[src/rtl/fetch_pkg.sv]
// fetch_pkg: shared state encoding and PC constants for the instruction fetch controller
package fetch_pkg;
    typedef enum logic [2:0] {
        S_REQ,
        S_WAIT,
        S_HOLD,
        S_HALT,
        S_FAULT
    } state_t;
    localparam logic [31:0] RESET_PC = 32'h0;
    localparam logic [31:0] PC_INC   = 32'd4;
endpackage

[src/rtl/pc.sv]
// pc: program counter register, loads next_pc every cycle
module pc
    import fetch_pkg::*;
(
    input  logic        clk,
    input  logic        reset,
    input  logic [31:0] next_pc,
    output logic [31:0] pc_out
);
    always_ff @(posedge clk)
        pc_out <= reset ? RESET_PC : next_pc;
endmodule

[src/rtl/fetch_ctrl.sv]
// fetch_ctrl: single-outstanding instruction fetch FSM with redirect, halt, timeout and fault handling
module fetch_ctrl
    import fetch_pkg::*;
#(
    parameter int TIMEOUT_CYCLES = 16
) (
    input  logic        clk,
    input  logic        reset,
    output logic        imem_req_valid,
    input  logic        imem_req_ready,
    output logic [31:0] imem_addr,
    input  logic        imem_rsp_valid,
    input  logic [31:0] imem_rsp_data,
    input  logic        imem_rsp_err,
    output logic        instr_valid,
    input  logic        instr_ready,
    output logic [31:0] instr,
    output logic [31:0] instr_pc,
    input  logic        redirect_valid,
    input  logic [31:0] redirect_target,
    input  logic        halt_req,
    output logic        halted,
    output logic        fault,
    output logic [31:0] fault_addr
);
    state_t      state, state_n;
    logic        kill, kill_n, load, bad;
    logic [7:0]  cnt, cnt_n;
    logic [31:0] cur_pc, next_pc, fault_n;

    pc u_pc (.clk(clk), .reset(reset), .next_pc(next_pc), .pc_out(cur_pc));

    assign bad = redirect_valid && redirect_target[1:0] != 2'b00;

    always_comb begin
        state_n = state;
        next_pc = cur_pc;
        kill_n  = kill;
        cnt_n   = cnt;
        fault_n = fault_addr;
        load    = 1'b0;
        if (state inside {S_REQ, S_WAIT, S_HOLD} && bad) begin
            state_n = S_FAULT;
            fault_n = redirect_target;
        end else begin
            case (state)
                S_REQ: begin
                    if (redirect_valid) next_pc = redirect_target;
                    if (imem_req_ready) begin
                        state_n = S_WAIT;
                        cnt_n   = '0;
                        kill_n  = kill | redirect_valid;
                    end else if (halt_req) begin
                        state_n = S_HALT;
                    end
                end
                S_WAIT: begin
                    if (imem_rsp_valid) begin
                        if (kill || redirect_valid) begin
                            kill_n  = 1'b0;
                            state_n = S_REQ;
                            if (redirect_valid) next_pc = redirect_target;
                        end else if (imem_rsp_err) begin
                            state_n = S_FAULT;
                            fault_n = cur_pc;
                        end else begin
                            load    = 1'b1;
                            state_n = S_HOLD;
                        end
                    end else begin
                        // a redirect before the response arrives must drop that response
                        if (redirect_valid) begin
                            next_pc = redirect_target;
                            kill_n  = 1'b1;
                        end
                        if (cnt == 8'(TIMEOUT_CYCLES - 1)) begin
                            state_n = S_FAULT;
                            fault_n = cur_pc;
                        end else begin
                            cnt_n = cnt + 8'd1;
                        end
                    end
                end
                S_HOLD: begin
                    if (redirect_valid || instr_ready) begin
                        next_pc = redirect_valid ? redirect_target : cur_pc + PC_INC;
                        state_n = halt_req ? S_HALT : S_REQ;
                    end
                end
                default: ;
            endcase
        end
    end

    always_ff @(posedge clk) begin
        if (reset) begin
            state      <= S_REQ;
            kill       <= state == S_WAIT;
            cnt        <= '0;
            instr      <= '0;
            instr_pc   <= '0;
            fault_addr <= '0;
        end else begin
            state      <= state_n;
            kill       <= kill_n;
            cnt        <= cnt_n;
            fault_addr <= fault_n;
            if (load) begin
                instr    <= imem_rsp_data;
                instr_pc <= cur_pc;
            end
        end
    end

    assign imem_req_valid = !reset && state == S_REQ;
    assign instr_valid    = !reset && state == S_HOLD;
    assign halted         = !reset && state == S_HALT;
    assign fault          = !reset && state == S_FAULT;
    assign imem_addr      = cur_pc;
endmodule

[config.mk]
export PLATFORM = sky130hd
export DESIGN_NAME = fetch_ctrl
export DESIGN_NICKNAME = d
export VERILOG_FILES = /design/src/rtl/fetch_pkg.sv /design/src/rtl/pc.sv /design/src/rtl/fetch_ctrl.sv
export SDC_FILE = /design/constraint.sdc
export NUM_CORES = 1
export LEC_CHECK = 0
export CELL_PAD_IN_SITES_DETAIL_PLACEMENT = 1
export CELL_PAD_IN_SITES_GLOBAL_PLACEMENT = 1
export CORE_ASPECT_RATIO = 1.75
export CORE_MARGIN = 2
export CORE_UTILIZATION = 33
export DETAILED_ROUTE_END_ITERATION = 16
export PLACE_DENSITY_LB_ADDON = 0.1
export SYNTH_ARGS = -nofsm -noshare
export SYNTH_HDL_FRONTEND = slang
export SYNTH_SLANG_ARGS = --single-unit
[constraint.sdc]
create_clock -name clk -period 2.1 [get_ports clk]
set_clock_uncertainty 0.1 [all_clocks]
set_input_delay 0.315 -clock clk [delete_from_list [all_inputs] [get_ports clk]]
set_output_delay 0.315 -clock clk [all_outputs]
set_load 0.02 [all_outputs]
== Word-level counts from Yosys, hierarchy flattened ==
Index checks and enable logic that the tools add are counted.

* Output and inout bits: 132
* Logic and storage cells: 95
* Flip-flop bits (word level): 140
* Input port bits: 72

* Add/sub/neg operators: 2
* Mux-type cells: 38
* Equal/unequal tests: 21
* Bitwise gates (word level): 2
* Reductions and logical operators: 24

{| class="wikitable"
|+ Operators with widths
! cell !! count
|-
| $mux W32 || 11
|-
| $pmux W32 S3 || 1
|-
| $add A32 B3 Y32 const B || 1
|-
| $mux W3 || 8
|-
| $mux W8 || 3
|-
| $pmux W8 S2 || 1
|-
| $reduce_and A4 Y1 || 4
|-
| $mux W1 || 11
|-
| $reduce_and A5 Y1 || 2
|-
| $ne A3 B3 Y1 const B || 3
|-
| $pmux W3 S3 || 1
|-
| $reduce_bool A3 Y1 || 3
|-
| $add A8 B1 Y8 const B || 1
|-
| $eq A8 B4 Y1 const B || 1
|-
| $ne A2 B2 Y1 const B || 4
|-
| $ne A4 B3 Y1 const B || 2
|-
| $eq A3 B2 Y1 const B || 2
|-
| $logic_and A1 B1 Y1 || 6
|-
| $ne A3 B1 Y1 const B || 2
|-
| $ne A3 B2 Y1 const B || 2
|-
| $reduce_bool A2 Y1 || 3
|-
| $ne A4 B2 Y1 const B || 1
|-
| $ne A4 B4 Y1 const B || 1
|-
| $reduce_bool A4 Y1 || 1
|-
| 11 further kinds || 12
|}

== Logic depth before layout (Yosys ltp) ==
Gate-level depths: netlist (run 1).

* Depth after elaboration: 6
* Gate-level depth with buffers: 8
* Mapped depth without buffers: 6

== Modules after synthesis ==
From an unflattened synthesis (run 1), not the netlist that was laid out.

* Cell total of the unflattened synthesis: 857
* Area, all modules: 6804.0 µm²

{| class="wikitable"
|+ By module, submodules not included
! module !! times used !! cells an instance !! sequential area each (µm²) !! area an instance (µm²)
|-
| fetch_ctrl || 1 || 790 || 2172.1 || 5940.7
|-
| pc || 1 || 67 || 640.6 || 863.3
|}

== Worst setup path before layout (run 1) ==
No wires, ideal clock.

* Kind: register to register
* Start point: register u_pc.pc_out[2]
* End point: register u_pc.pc_out[22]
* Stages on the path, launching flop included: 7
* Period minus slack after synthesis: 2141 ps
* Setup slack: -41 ps
* Arrival: 1967 ps
* Cell sequence: dfxtp_1 > ha_1 > nand3_2 > nor4_2 > nand3_1 > or4_1 > a31oi_1

* Longest elaborated chain between the ends: 4

{| class="wikitable"
|+ RTL lines
! item !! line !! RTL
|-
| start, declared || pc.sv:8 || <nowiki>output logic [31:0] pc_out</nowiki>
|-
| start signal, assigned || pc.sv:11 || <nowiki>pc_out <= reset ? RESET_PC : next_pc;</nowiki>
|-
| $add A32 B3 Y32 || fetch_ctrl.sv:86 || <nowiki>next_pc = redirect_valid ? redirect_target : cur_pc + PC_INC;</nowiki>
|-
| $mux W32 || fetch_ctrl.sv:86 ||
|-
| $mux W32 || fetch_ctrl.sv:85 || <nowiki>if (redirect_valid || instr_ready) begin</nowiki>
|-
| $pmux W32 S3 || fetch_ctrl.sv:46 || <nowiki>case (state)</nowiki>
|}

Every way passes these cells. The select of a mux whose other input is x is not followed.
A chain may end at the register's enable or synchronous reset.

== Worst setup path after layout (run 1) ==
* Start point: register u_pc.pc_out[31]
* End point: output imem_addr[31]

{| class="wikitable"
|+ RTL lines
! item !! line !! RTL
|-
| end, declared || fetch_ctrl.sv:11 || <nowiki>output logic [31:0] imem_addr,</nowiki>
|}

No word-level cell between the ends.

==> results of run 1 <==
==> per-stage QoR <==
step | cells | total power (W) | util (%) | worst slack, ns | hold slack (ns)
after floorplan | 797 | 0.00358 | - | 0.0742 | 0.351
after global placement | 1271 | 0.00433 | 48.6 | -0.269 | 0.341
after detailed placement | 1271 | 0.00434 | 48.6 | -0.366 | 0.348
after CTS | 1303 | 0.00742 | 51.8 | 0.0104 | 0.0559
after global routing | 1306 | 0.00765 | 52.2 | -0.0115 | 0.0718
final | 1306 | 0.00733 | 52.2 | 0.0564 | 0.0750
==> cells in the final DEF, fill, tap and decap left out, types with 20 or more instances in the layout <==
cell type	Yosys	routed
a211oi_1	33	31
a21oi_1	107	107
buf_4	0	84
clkdlybuf4s50_1	0	198
dfxtp_1	139	134
mux2i_1	34	33
nand2_1	169	168
nand3_1	20	20
nor2_1	60	59
==> how the worst max path moves through the flow <==
stage                    startpoint               to  slack (ns)  cells after the start
floorplan            u_pc.pc_out[8]  u_pc.pc_out[25]        0.07                      7
global placement     redirect_valid   u_pc.pc_out[8]       -0.27                      6
detailed placement   redirect_valid           cnt[3]       -0.37                      8
CTS                        state[0]            fault        0.01                      3
global route               state[0]   u_pc.pc_out[8]       -0.01                      5
finish              u_pc.pc_out[31]    imem_addr[31]        0.06                      1
==> layer usage <==
metal / GRT usage (%) / wire length, µm / vias up
met5: 0 / 0 / -
met2: 42.7 / 12900 / 139
met4: 7.74 / 462 / 0
met3: 4.52 / 900 / 27
met1: 25.1 / 9240 / 3332
li1: - / - / 3346
==> where the power goes <==
| group | leakage, nW | internal, W | switching [W] |
|---|---|---|---|
| sequential | 1.14 | 0.00279 | 0.000105 |
| clock | 0.291 | 0.00186 | 0.00117 |
| combinational | 2.18 | 0.000671 | 0.000723 |
==> final cells by class <==
type / instances / share of cell area [%]
Multi-Input combinational cell: 585 / 33.0
Timing Repair Buffer: 300 / 29.4
Sequential cell: 140 / 28.2
Clock buffer: 21 / 4.81
Tap cell: 241 / 3.02
Clock inverter: 11 / 1.17
Inverter: 8 / 0.301
==> repair_timing <==
item                                    4_1_cts  5_1_grt
setup buffers                                 0        1
gates resized for setup                      10       10
gates cloned                                  0        2
endpoints found under the setup margin        4       15
pin swaps                                     0        1
==> logic make-up (layout without fill, tap and decap cells) <==
family | Yosys count | count (layout) | share of synthesized area (%)
fa+ha+maj | 2 | 2 | 0.391
buf+inv | 72 | 340 | 4.99
compound gates | 224 | 224 | 21.9
mux | 36 | 36 | 5.68
flops | 140 | 140 | 44.0
simple gates | 323 | 323 | 23.0
==> registers in the layout, indices dropped and copies added, names as in the netlist <==
register	flops
fault_addr	32
cnt	8
instr_pc	32
u_pc.pc_out	32
instr	32
state	3
kill	1
==> out/results.ini, run 1 <==
[run_status]
outcome=finished clean

[placement]
globalplace.congestion=0.851
dpl.hpwl_mm=16.9
io_buffers=203
post_dp_cell_area_um2=9300

[critical_path]
slowest_stage=clkdlybuf4s50_1
cp_slowest_stage_delay_ns=0.70
cp.arrival_ns=1.63
cp-start-kind=flop
r2r_start=state[0]
critPathBufInv=1
r2r_slack_ns=0.10
required_ns=1.68
path_delay_family=buffers and inverters
worstRegToRegCells=5
reg2reg_to=u_pc.pc_out[8]
crit_type=flop to output port
crit_chain=clkdlybuf4s50_1
end_kind=output port
cp_max_fo=6

[logic_synthesis]
ys_warn_count=0
yosysSeqAreaShare_pct=44.0
yosysUniqueCellTypes=61
synthTopCellsByCount=169 x nand2_1, 139 x dfxtp_1, 107 x a21oi_1
synth_top_area_share_pct=43.5
synth_top_flop_cell=dfxtp_1
ys_top_cells_by_area=dfxtp_1 44%, nand2_1 9.9%, a21oi_1 8.4%
synth_edf_count=1
synthMostInstantiatedCell=nand2_1
syn-num-nets=871
synth.largest_area_cell=dfxtp_1
syn_area_per_cell_um2=8.02
syn_inst=797
syn_area_um2=6390
synthArstFlopShare_pct=0
ys_seq_elements=140

[routing]
drc=0
routed_via_density=5.24
antenna_left=0
num_vias=6844
wire_per_inst_um=18.0
drtIter0Drc=278
drtPass1Iterations=4
finalWirelength_mm=23.5

[timing]
fmax_mhz=489
fin_crit_ns=2.04
final-setup-viol-count=0
tns_ns=0
drv_slew=0
worstMarginPinSlew_ns=0.527
slew_headroom_pct=64.9
min_period_over_period_pct=97.3
hold_violations=0

[layout]
diodes=0
n_fill_cell=2282
fin_nets=1126
register_area_um2=2820
syn_to_final_growth_pct=56.2
final_area_um2=9980
drive_gt1_share_pct=14.9
multi_input_area_um2=3300

[worst_hold_path]
hold_start=reset
holdPathEnd=cnt[6]
worstHoldPathCells=2
hold_class=input pin to flop

[clock_tree]
clkTransAtPathRegs_ns=0.06
cts_tree=built
clock-root-buffer=clkbuf_16
htree_levels=4
clockBufferDepth=2
cts_inserted_buffers=17
cts.sinks=140
clock_latency_ns=0.43
holdBufCountCts=0

[global_routing]
grt_max_degree=86
grt_use_total_pct=22.9
grt_pass1_vias=7017
grt_pass1_wl_mm=36.6
grt_overflow_total=0
antenna_found_initial=0

[power]
peakVddDrop_mv=0.542
p_leak_nw=3.61
cellPowerDensity_nw_per_um2=734

[run]
maxCapViolCount=0

[floorplanning]
io-pin-count=204
die-area_um2=20500
die_w_um=109
die_height_um=188
core_um2=19100
std_cell_rows=67
start_util_pct=33.4

Note: power is estimated with default switching activity, not from simulation.
==> run 2, diff against run 1 <==
Settings changed: CELL_PAD_IN_SITES_DETAIL_PLACEMENT 1 to unset, CELL_PAD_IN_SITES_GLOBAL_PLACEMENT 1 to unset, CORE_UTILIZATION 33 to 40, CTS_CLUSTER_SIZE set to 14, PLACE_DENSITY set to 0.71, PLACE_DENSITY_LB_ADDON 0.1 to unset.
Clock period 2.1 ns to 1.9 ns, I/O delays scaled along.
==> run 2 against run 1 <==
Net effect: the flow now finishes with violations (negative setup slack); global-route usage rose by 1.8 points; wire length fell by 5.8%; flip-flop and latch count unchanged.
==> out/results.ini, run 2 (same netlist as run 1, synthesis figures left out) <==
[layout]
syn_to_final_growth_pct=59.8  ; was 56.2%
drive_gt1_share_pct=18.9  ; was 14.9%
multi_input_area_um2=3450  ; was 3300 µm²
diodes=0  ; unchanged
layout_commonest_cell=clkdlybuf4s50_1  ; unchanged
fin_cells=1267  ; was 1306
fin_nets=1139  ; was 1126
final_cell_mix=172 x clkdlybuf4s50_1, 167 x nand2_1, 125 x dfxtp_1, 106 x a21oi_1, 88 x buf_4  ; was 198 x clkdlybuf4s50_1, 168 x nand2_1, 134 x dfxtp_1, 107 x a21oi_1, 84 x buf_4
final_area_um2=10200  ; was 9980 µm²
n_fill_cell=1394  ; was 2282
register_area_um2=2840  ; was 2820 µm²

[floorplanning]
std_cell_rows=61  ; was 67
start_util_pct=40.5  ; was 33.4%
die_w_um=99.6  ; was 109 µm
die_height_um=171  ; was 188 µm
die-area_um2=17000  ; was 20500 µm²
core_um2=15800  ; was 19100 µm²
io-pin-count=204  ; unchanged

[timing]
slew_headroom_pct=54.3  ; was 64.9%
worstMarginPinSlew_ns=0.685  ; was 0.527 ns
drv_slew=0  ; unchanged
layout_setup_ws_ns=-0.0163  ; was 0.0564 ns
min_period_over_period_pct=101
final-setup-viol-count=4  ; was 0
fin_crit_ns=1.92
fmax_mhz=522
whs_ns=0.280  ; was 0.0750 ns
hold_violations=0  ; unchanged
rsz0062_at_grt=true

[critical_path]
crit_type=flop to flop  ; was flop to output port
critPathBufInv=2  ; was 1
path_delay_family=simple AND/OR/NAND/NOR gates  ; was buffers and inverters
slowest_stage=nor4_4  ; was clkdlybuf4s50_1
end_kind=flop  ; was output port
cp.arrival_ns=2.09  ; was 1.63 ns
required_ns=2.07  ; was 1.68 ns
cp_max_fo=8  ; was 6
cp-start-kind=flop  ; unchanged
crit_chain=nor4_4, nand3_4, a21oi_4, buf_12, buf_16, mux2i_2, a211oi_2  ; was clkdlybuf4s50_1
cp_slowest_stage_delay_ns=0.35  ; was 0.70 ns

[power]
combPwrFrac_pct=20.1  ; was 19.0%
p_seq_share_pct=40.1  ; was 39.5%
peakVddDrop_mv=0.638  ; was 0.542 mV
swShare_pct=28.4  ; was 27.3%
p_leak_nw=3.92  ; was 3.61 nW
p_switching_w=0.00226  ; was 0.00200 W
cellPowerDensity_nw_per_um2=779  ; was 734 nW/µm²
p_clk_share_pct=39.8  ; was 41.5%
p_int_w=0.00569  ; was 0.00532 W

[routing]
drc=0  ; unchanged
routed_via_density=5.44  ; was 5.24
drtPass1Iterations=5  ; was 4
finalWirelength_mm=22.1  ; was 23.5 mm
antenna_left=0  ; unchanged
wire_per_inst_um=17.5  ; was 18.0 µm
num_vias=6889  ; was 6844
drtIter0Drc=362  ; was 278

[placement]
dp.cells=1224  ; was 1271
globalplace.congestion=0.846  ; was 0.851
io_buffers=203  ; unchanged
dpl.hpwl_mm=15.3  ; was 16.9 mm
post_dp_cell_area_um2=9300  ; about the same

[worst_hold_path]
hold_class=input pin to flop  ; unchanged

[run_status]
violations=negative setup slack
outcome=finished with violations  ; was finished clean

[clock_tree]
clock-root-buffer=clkbuf_16  ; unchanged
cts_inserted_buffers=17  ; unchanged
cts_tree=built  ; unchanged
clkTransAtPathRegs_ns=0.06  ; about the same
clockBufferDepth=2  ; unchanged
htree_levels=4  ; unchanged
cts.sinks=140  ; unchanged
clock_latency_ns=0.42  ; was 0.43 ns
holdBufCountCts=0  ; unchanged

[global_routing]
grt_pass1_wl_mm=33.5  ; was 36.6 mm
grt_use_total_pct=24.7  ; was 22.9%
grt_overflow_total=0  ; unchanged
grt_max_degree=61  ; was 86
antenna_found_initial=0  ; unchanged
grt_pass1_vias=6661  ; was 7017

[run]
maxCapViolCount=0  ; unchanged

## run 2: cell count changes in the layout (fill, tap and decap cells not counted), sizes merged
cell and delta:
clkbuf -1, clkdlybuf4s15 -1, clkinvlp -1, bufinv -1, bufbuf +1, clkdlybuf4s50 -26
dlymetal6s2s +6, inv +4, dlygate4sd1 -1, buf +14, dlygate4sd2 +19
## run 2: per-layer routing
metal,GRT usage [%],vias up,part of all wire (%)
met5,0,-,0
met4,11.7,0,3.3
met3,4.19,47,4.3
met2,46.4,217,55
met1,26.3,3258,37
li1,-,3367,-
## run 2: path summary, 6_finish.rpt
kind	slack [ns]	cells after the start	from	end
worst max-delay path	-0.02	7	cnt[4]	fault_addr[25]
worst min-delay path	0.28	3	reset	fault_addr[0]
worst max register to register	-0.02	7	cnt[4]	fault_addr[25]
worst min register to register	0.35	2	instr[4]	instr[4]
## run 2: cell type report
cell class,instances,share of cell area (%)
multi-input cells,585,33.8
repair buffers,313,30.4
flip-flops and latches,140,27.8
clock buffers,19,4.34
well taps,189,2.32
clock inverters,13,1.13
inverters,8,0.294
## run 2: metrics by stage
| step | setup WS (ns) | TNS [ns] | total power [W] | utilization (%) |
|---|---|---|---|---|
| 6_report | -0.0163 | -0.0326 | 0.00795 | 64.6 |
| 5_1_grt | -0.106 | -1.71 | 0.00825 | 64.6 |
| 4_1_cts | -0.00308 | -0.00801 | 0.00795 | 62.8 |
| 3_5_place_dp | -0.407 | -45.33 | 0.00479 | 58.9 |
| 3_3_place_gp | -0.410 | -42.24 | 0.00478 | 58.9 |
| 2_1_floorplan | -0.0194 | -0.0194 | 0.00396 | - |
## run 2: repair_timing
item / CTS / global route
buffers inserted: 2 / 5
setup endpoints to repair: 35 / 112
cloned: 1 / 3
gates resized for setup: 47 / 50
pin swaps: 3 / 23
## run 2: power by group through the flow
stage	Sequential (W)	Clock [W]	Combinational (W)
2_1_floorplan	0.00340	0	0.000553
3_3_place_gp	0.00324	0	0.00154
3_5_place_dp	0.00324	0	0.00155
4_1_cts	0.00318	0.00323	0.00154
5_1_grt	0.00320	0.00334	0.00171
6_report	0.00319	0.00317	0.00160
## run 2: tightest hold or removal path, delay by kind of cell
family	cells	cell delay [ns]
buffers and inverters	2	0.29
AO/OA/AOI/OAI	1	0.16
